===== src/rtl/debounce_edge_det.sv =====
// rtl/debounce_edge_det.sv - debouncer with synchronizer, stability counter and rise/fall one-shots
//
// Conditions a raw single-bit level (typically a button or switch sampled by an
// upstream flip-flop) into a clean debounced level plus one-cycle edge events.
//
// Ports:
//   clk   - rising-edge clock
//   rst   - synchronous, active-high reset
//   d_in  - raw level from the upstream flip-flop
//   q     - debounced level (registered)
//   qbar  - complement of q (registered alongside q)
//   rise  - one-cycle pulse in the cycle q goes 0->1
//   fall  - one-cycle pulse in the cycle q goes 1->0
//   busy  - high while a new level is being qualified
module debounce_edge_det #(
  parameter int STABLE_CYCLES = 8,
  parameter int CNT_W         = 4
) (
  input  logic clk,
  input  logic rst,
  input  logic d_in,
  output logic q,
  output logic qbar,
  output logic rise,
  output logic fall,
  output logic busy
);

  typedef enum logic [1:0] {
    IDLE_LOW  = 2'd0,
    WAIT_HIGH = 2'd1,
    IDLE_HIGH = 2'd2,
    WAIT_LOW  = 2'd3
  } state_t;

  // Last count value before acceptance; the counter never goes beyond it.
  localparam logic [CNT_W-1:0] CNT_LAST = CNT_W'(STABLE_CYCLES - 1);
  localparam logic [CNT_W-1:0] CNT_ONE  = CNT_W'(1);
  localparam logic [CNT_W-1:0] CNT_ZERO = '0;

  logic             sync0;
  logic             sync1;
  state_t           state;
  state_t           state_nxt;
  logic [CNT_W-1:0] cnt;
  logic [CNT_W-1:0] cnt_nxt;
  logic             q_nxt;
  logic             rise_nxt;
  logic             fall_nxt;
  logic             busy_nxt;

  always_ff @(posedge clk) begin
    if (rst) begin
      sync0 <= 1'b0;
      sync1 <= 1'b0;
      state <= IDLE_LOW;
      cnt   <= CNT_ZERO;
      q     <= 1'b0;
      qbar  <= 1'b1;
      rise  <= 1'b0;
      fall  <= 1'b0;
      busy  <= 1'b0;
    end else begin
      sync0 <= d_in;
      sync1 <= sync0;
      state <= state_nxt;
      cnt   <= cnt_nxt;
      q     <= q_nxt;
      qbar  <= ~q_nxt;
      rise  <= rise_nxt;
      fall  <= fall_nxt;
      busy  <= busy_nxt;
    end
  end

  // The entry sample plus STABLE_CYCLES agreeing samples in WAIT accept the
  // new level; any disagreeing sample in WAIT drops back to the old IDLE state.
  always_comb begin
    state_nxt = state;
    cnt_nxt   = cnt;
    q_nxt     = q;
    rise_nxt  = 1'b0;
    fall_nxt  = 1'b0;

    case (state)
      IDLE_LOW: begin
        cnt_nxt = CNT_ZERO;
        if (sync1) begin
          state_nxt = WAIT_HIGH;
        end
      end
      WAIT_HIGH: begin
        if (!sync1) begin
          state_nxt = IDLE_LOW;
          cnt_nxt   = CNT_ZERO;
        end else if (cnt == CNT_LAST) begin
          state_nxt = IDLE_HIGH;
          cnt_nxt   = CNT_ZERO;
          q_nxt     = 1'b1;
          rise_nxt  = 1'b1;
        end else begin
          cnt_nxt = cnt + CNT_ONE;
        end
      end
      IDLE_HIGH: begin
        cnt_nxt = CNT_ZERO;
        if (!sync1) begin
          state_nxt = WAIT_LOW;
        end
      end
      WAIT_LOW: begin
        if (sync1) begin
          state_nxt = IDLE_HIGH;
          cnt_nxt   = CNT_ZERO;
        end else if (cnt == CNT_LAST) begin
          state_nxt = IDLE_LOW;
          cnt_nxt   = CNT_ZERO;
          q_nxt     = 1'b0;
          fall_nxt  = 1'b1;
        end else begin
          cnt_nxt = cnt + CNT_ONE;
        end
      end
      default: begin
        state_nxt = IDLE_LOW;
        cnt_nxt   = CNT_ZERO;
        q_nxt     = 1'b0;
      end
    endcase

    // busy is registered, so it follows the state being entered.
    busy_nxt = (state_nxt == WAIT_HIGH) || (state_nxt == WAIT_LOW);
  end

endmodule


===== config.mk =====
export PLATFORM = sky130hd
export DESIGN_NAME = debounce_edge_det
export DESIGN_NICKNAME = d
export VERILOG_FILES = /design/src/rtl/debounce_edge_det.sv
export SDC_FILE = /design/constraint.sdc
export NUM_CORES = 1
export LEC_CHECK = 0
export CAP_MARGIN = 20
export CORE_AREA = 2 2 39 41
export CTS_CLUSTER_DIAMETER = 60
export DETAILED_ROUTE_END_ITERATION = 8
export DIE_AREA = 0 0 41 43
export GPL_TIMING_DRIVEN = 0
export PLACE_DENSITY = 0.53
export SYNTH_ARGS = -nofsm -noshare
export SYNTH_HDL_FRONTEND = slang
export SYNTH_SLANG_ARGS = --single-unit

===== constraint.sdc =====
create_clock -name clk -period 2.9 [get_ports clk]
set_clock_uncertainty 0.05 [all_clocks]
set_input_delay 0.29 -clock clk [delete_from_list [all_inputs] [get_ports clk]]
set_output_delay 0.29 -clock clk [all_outputs]
set_load 0.02 [all_outputs]

# Word-level counts from Yosys, hierarchy flattened
# Cells that the tools add are included.
totals:
  reg_bits: 13
  input_bits: 3
  word_cells: 42
op_classes:
  bitwise_logic: 4
  eq_ne: 6
  reduce_logical: 5
  n_mux: 17
  n_addsub: 1
op_table:
  columns: ["operator", "n"]
  rows:
  - ["2-bit 2-to-1 mux", 6]
  - ["4-bit 2-to-1 mux", 3]
  - ["4-bit case mux with 3 select lines", 1]
  - ["2-bit case mux with 4 select lines", 1]
  - ["2-bit equality test, second input constant", 3]
  - ["3-bit OR reduction", 2]
  - ["1-bit 2-to-1 mux", 5]
  - ["4-bit by 1-bit adder with 4-bit output, second input constant", 1]
  - ["2-bit by 1-bit equality test with 1-bit output, second input constant", 2]
  - ["4-bit by 3-bit equality test with 1-bit output, second input constant", 1]
  - ["1-bit inverter", 4]
  - ["2-bit zero test", 1]
  - ["1-bit case mux with 2 select lines", 1]
  - ["2-bit OR reduction", 1]
  - ["1-bit logical OR", 1]

# Logic depth before layout (Yosys ltp)
# Gate-level depths: netlist of the first run.
logic_depth:
  ltp_word: 6
  ltp_mapped: 4
  mapped_depth_nobuf: 4

# Worst setup path before layout of the first run
# OpenSTA, ideal clock, no wires.
synth_timing:
  path_kind: "register to register"
  from: "reg cnt[0]"
  to: "reg qbar"
  path_slack_ps: 1500
  t_required_ps: 2735
  period_less_slack_ps: 1400
  stages_incl_launch_ff: 5
  arrival_time_ps: 1235
  path_cell_list: "dfxtp_1 ha_1 nand4b_4 mux2_4 a31o_1"
synth_between:
  elab_chain_len: 5
  word_cells_on_any_way: 7
synth_lines:
  columns: ["element", "line_no", "rtl"]
  rows:
  - ["start: declaration", "45", "logic [CNT_W-1:0] cnt;"]
  - ["start signal: assignment", "67", "cnt <= cnt_nxt;"]
  - ["4-bit by 3-bit equality test with 1-bit output *", "96, 115", null]
  - ["1-bit 2-to-1 mux, on equally long branches", "115, 96", null]
  - ["1-bit 2-to-1 mux, on equally long branches", "112, 93", null]
  - ["1-bit case mux with 2 select lines *", "85", "case (state)"]
  - ["1-bit inverter *", "69", "qbar <= ~q_nxt;"]
  - ["end signal: assignment", "69", null]
  - ["end: declaration", "23", "output logic qbar,"]
# Every way passes the cells marked *; elsewhere a longest branch is shown, timed or not.
# A chain may end at the register's enable or synchronous reset.

==> results.rst, run 1 <==
.. list-table::
   :header-rows: 1

   * - Metric
     - Value
   * - Synthesis-stage register bit count
     - 12
   * - Cells along the critical path
     - clkdlybuf4s50_1
   * - Pre-CTS setup slack
     - between 1 and 1.5 ns
   * - Count of input and output buffers
     - 6
   * - Worst Setup Path Type
     - flop to primary output
   * - Max incr delay on CP
     - 0.63 ns
   * - Post-CTS setup-driven buffer insertion count
     - 0
   * - GRT Overall Usage
     - 0.101
   * - Final setup violation count
     - 0
   * - XOR/XNOR Fraction of Synth Area
     - 0.0198
   * - Final period utilization
     - 0.568
   * - Total power
     - about 300 uW
   * - Main combinational cell family by area after synthesis
     - simple AND/OR/NAND/NOR gates
   * - Cell with the most instances after synthesis
     - sky130_fd_sc_hd__dfxtp_1
   * - Final estimated routing congestion in global placement
     - about 0.70
   * - Starting utilization of the core area
     - 0.320
   * - Simple-gate area share of the yosys netlist
     - 0.240
   * - Share of synthesized cell area in full adder, half adder and majority cells
     - 0.0282
   * - Cell Area, Synth
     - 443 um^2
   * - Cell Count Post-Placement
     - 63
   * - Number of H-tree levels
     - 1
   * - Clock tree root driver cell
     - sky130_fd_sc_hd__clkbuf_4
   * - Final TNS setup
     - 0 ns
   * - Multiplexer area fraction after synthesis
     - 0.0791
   * - Total detailed-routing wirelength
     - 628 um
   * - Maximum number of pins on one net before global-route repair
     - 10
   * - Drt via density
     - 4.52
   * - DRC violation count after routing
     - 0
   * - Cell type with the highest aggregate area in the netlist
     - sky130_fd_sc_hd__dfxtp_1
   * - Area of the die
     - 1760 um^2
   * - Post-Place Cell Area
     - 523 um^2
   * - Critical path peak fanout
     - 4
   * - Cell area power density
     - 552 nW/um^2
   * - Endpoint type of the worst setup path
     - primary output
   * - Number of nets in the final layout
     - 56
   * - Mapped Nets
     - 45
   * - Latest clock arrival within the worst-skew pair
     - 0.27 ns
   * - Share of the yosys chip area belonging to registers
     - 0.542
   * - Die outline height
     - about 43 um
   * - Standard cell core area
     - 1380 um^2
   * - Hold violation total from the final report
     - 0
   * - Sinks on the clock net
     - 12
   * - Boundary Pins
     - 8
   * - Final WS setup
     - 1.25 ns
   * - Count of antenna-violating nets left after detailed routing
     - 0
   * - CP top delay family
     - buffers and inverters
   * - Cell count after synthesis
     - 41
   * - Worst path required time
     - 2.56 ns
   * - Number of optimization iterations in the first detailed-route pass
     - 3
   * - Slew of the pin with the lowest slew margin
     - 0.349 ns
   * - Antenna violations before repair
     - 0
   * - Synth Area per Inst
     - between 10 and 15 um^2
   * - FP Rows
     - 14
   * - Clock tree from TritonCTS
     - yes
   * - Maximum root-to-sink buffer count
     - 2
   * - Leading post-synthesis cells by cell area
     - sky130_fd_sc_hd__dfxtp_1 54%, sky130_fd_sc_hd__nand4b_4 5.4%, sky130_fd_sc_hd__mux2i_1 4.5%
   * - Leak
     - 0.247 nW
   * - Area growth syn-to-layout
     - 23.2%
   * - Area fraction in compound gates after synthesis
     - 0.0650
   * - Number of antenna cells inserted
     - 0
   * - Max-cap check violation count
     - 0
   * - Distinct cell type count after synthesis
     - 20
   * - Critical path arrival
     - between 1 and 1.5 ns
   * - Die width
     - between 40 and 50 um
   * - Vias after detailed routing
     - between 200 and 300
   * - Number of buffer and inverter instances along the worst setup path
     - 1
   * - Worst path slowest cell
     - sky130_fd_sc_hd__clkdlybuf4s50_1
   * - Fraction of final layout cells sized beyond drive strength 1
     - 0.120
   * - Post-cts gate resize count
     - 0
   * - YS warnings
     - 0
   * - Final critical-path required period
     - 1.65 ns
   * - Count of flip-flops with a built-in enable after synthesis
     - 0
   * - Maximum clock frequency
     - 607 MHz
   * - Unrepaired setup endpoints after global routing
     - false
   * - Headroom to the max-slew limit
     - 0.768
   * - Synth top area share
     - 0.542
   * - Hold WC Path Type
     - primary input to flop
   * - Max-slew violation count
     - 0
   * - Final global-route overflow total
     - 0
   * - Post-layout instance count excluding filler cells
     - 66
   * - CTS buffer count
     - 3
   * - Run status
     - finished clean
   * - Worst setup SP type
     - flop
   * - Via count of the first global-routing pass
     - 246
   * - CTS Hold Bufs
     - 0
   * - Top flip-flop cell by instance count after synthesis
     - sky130_fd_sc_hd__dfxtp_1
   * - Violation count after the first detailed-routing iteration
     - 7
   * - Clock Pin Slew Worst Setup and Hold Paths
     - around 0.07 ns
   * - Share of synthesized flip-flops with an asynchronous set or reset
     - 0
   * - Highest ir drop seen on vdd
     - 0.307 mV
   * - List of most frequent post-synthesis cells
     - 12 x sky130_fd_sc_hd__dfxtp_1, 5 x sky130_fd_sc_hd__nor2_1, 3 x sky130_fd_sc_hd__nand2b_1
   * - First-pass GRT wire length
     - 1050 um
   * - Fin area
     - 546 um^2
   * - Post-detailed-route wirelength per cell
     - 9.52 um
where the power goes:
part | internal (mW) | switching [mW]
registers | 0.171 | 0.00371
logic | 0.0154 | 0.0131
clock network | 0.0481 | 0.0504
total | 0.234 | 0.0672
per-stage QoR:
| stage | hold slack, ns | util |
|---|---|---|
| 2_1_floorplan | 0.364 | - |
| 3_3_place_gp | 0.368 | 0.378 |
| 5_1_grt | 0.332 | 0.394 |
| 3_5_place_dp | 0.379 | 0.378 |
| 4_1_cts | 0.314 | 0.394 |
| 6_report | 0.307 | 0.394 |
layout by cell type (no fill, tap or decap), drive strengths merged, types with 2 or more instances in the layout:
master	instances
clkbuf	4
dfxtp	12
mux2i	2
nor2	5
nor2b	2
inv	2
nand2b	3
nor3	2
clkdlybuf4s50	6
metal layers:
layer  GRT usage  wire [um]
met1       0.125        290
met2       0.109        256
met3      0.0314         38
met4       0.140         42
met5           0          0
flip-flops by register name, summed over array words and instances (netlist names), named ones only:
register and count:
fall 1, sync1 1, qbar 1, rise 1, state 2, sync0 1
cnt 4
area by class of cell:
cell class                 instances  area (um^2)
timing repair buffer               6         60.1
buffer                             1         3.75
inverter                           2         7.51
multi-input combinational         26          191
clock buffer                       3         22.5
tap                               16         20.0
fill                             142          838
sequential                        12          240
kinds of logic (layout without fill, tap and decap cells):
group | count (synthesis) | count (layout)
mux | 3 | 3
compound gates | 4 | 4
xor+xnor | 1 | 1
flops | 12 | 12
fa+ha+maj | 1 | 1
simple gates | 17 | 17
buf+inv | 3 | 12
path summary, 6_finish.rpt:
| kind | from | to | slack, ns | cells past startpoint |
|---|---|---|---|---|
| worst min register to register | sync0 | sync1 | 0.39 | 1 |
| worst max register to register | cnt[0] | qbar | 1.42 | 4 |
| worst max-delay path | state[0] | busy | 1.25 | 1 |
| worst min-delay path | rst | state[1] | 0.31 | 2 |
(Power assumes the default switching activity.)
==> run 2: changes to the inputs <==
Clock period 2.9 ns to 1.7 ns, I/O delays scaled along.
==> results of run 2 <==
The final DEF is identical to that of run 1. Status: finished clean.
Among the figures that moved: setup slack after placement 1.43 ns -> 0.233 ns; setup slack after layout 1.25 ns -> 0.173 ns; hold slack 0.307 ns -> 0.187 ns; register-to-register setup slack 1.42 ns -> 0.22 ns; total power 0.301 mW -> 0.514 mW; worst IR drop on VDD 0.307 mV -> 0.524 mV
==> run 3: changes to the inputs <==
Clock period 1.7 ns to 1.6 ns, I/O delays scaled along.
==> results of run 3 <==
The final DEF is identical to that of run 1. Status: finished clean.
Among the figures that moved: setup slack after placement 1.43 ns -> 0.133 ns; setup slack after layout 1.25 ns -> 0.0826 ns; hold slack 0.307 ns -> 0.177 ns; register-to-register setup slack 1.42 ns -> 0.12 ns; total power 0.301 mW -> 0.546 mW; worst IR drop on VDD 0.307 mV -> 0.557 mV
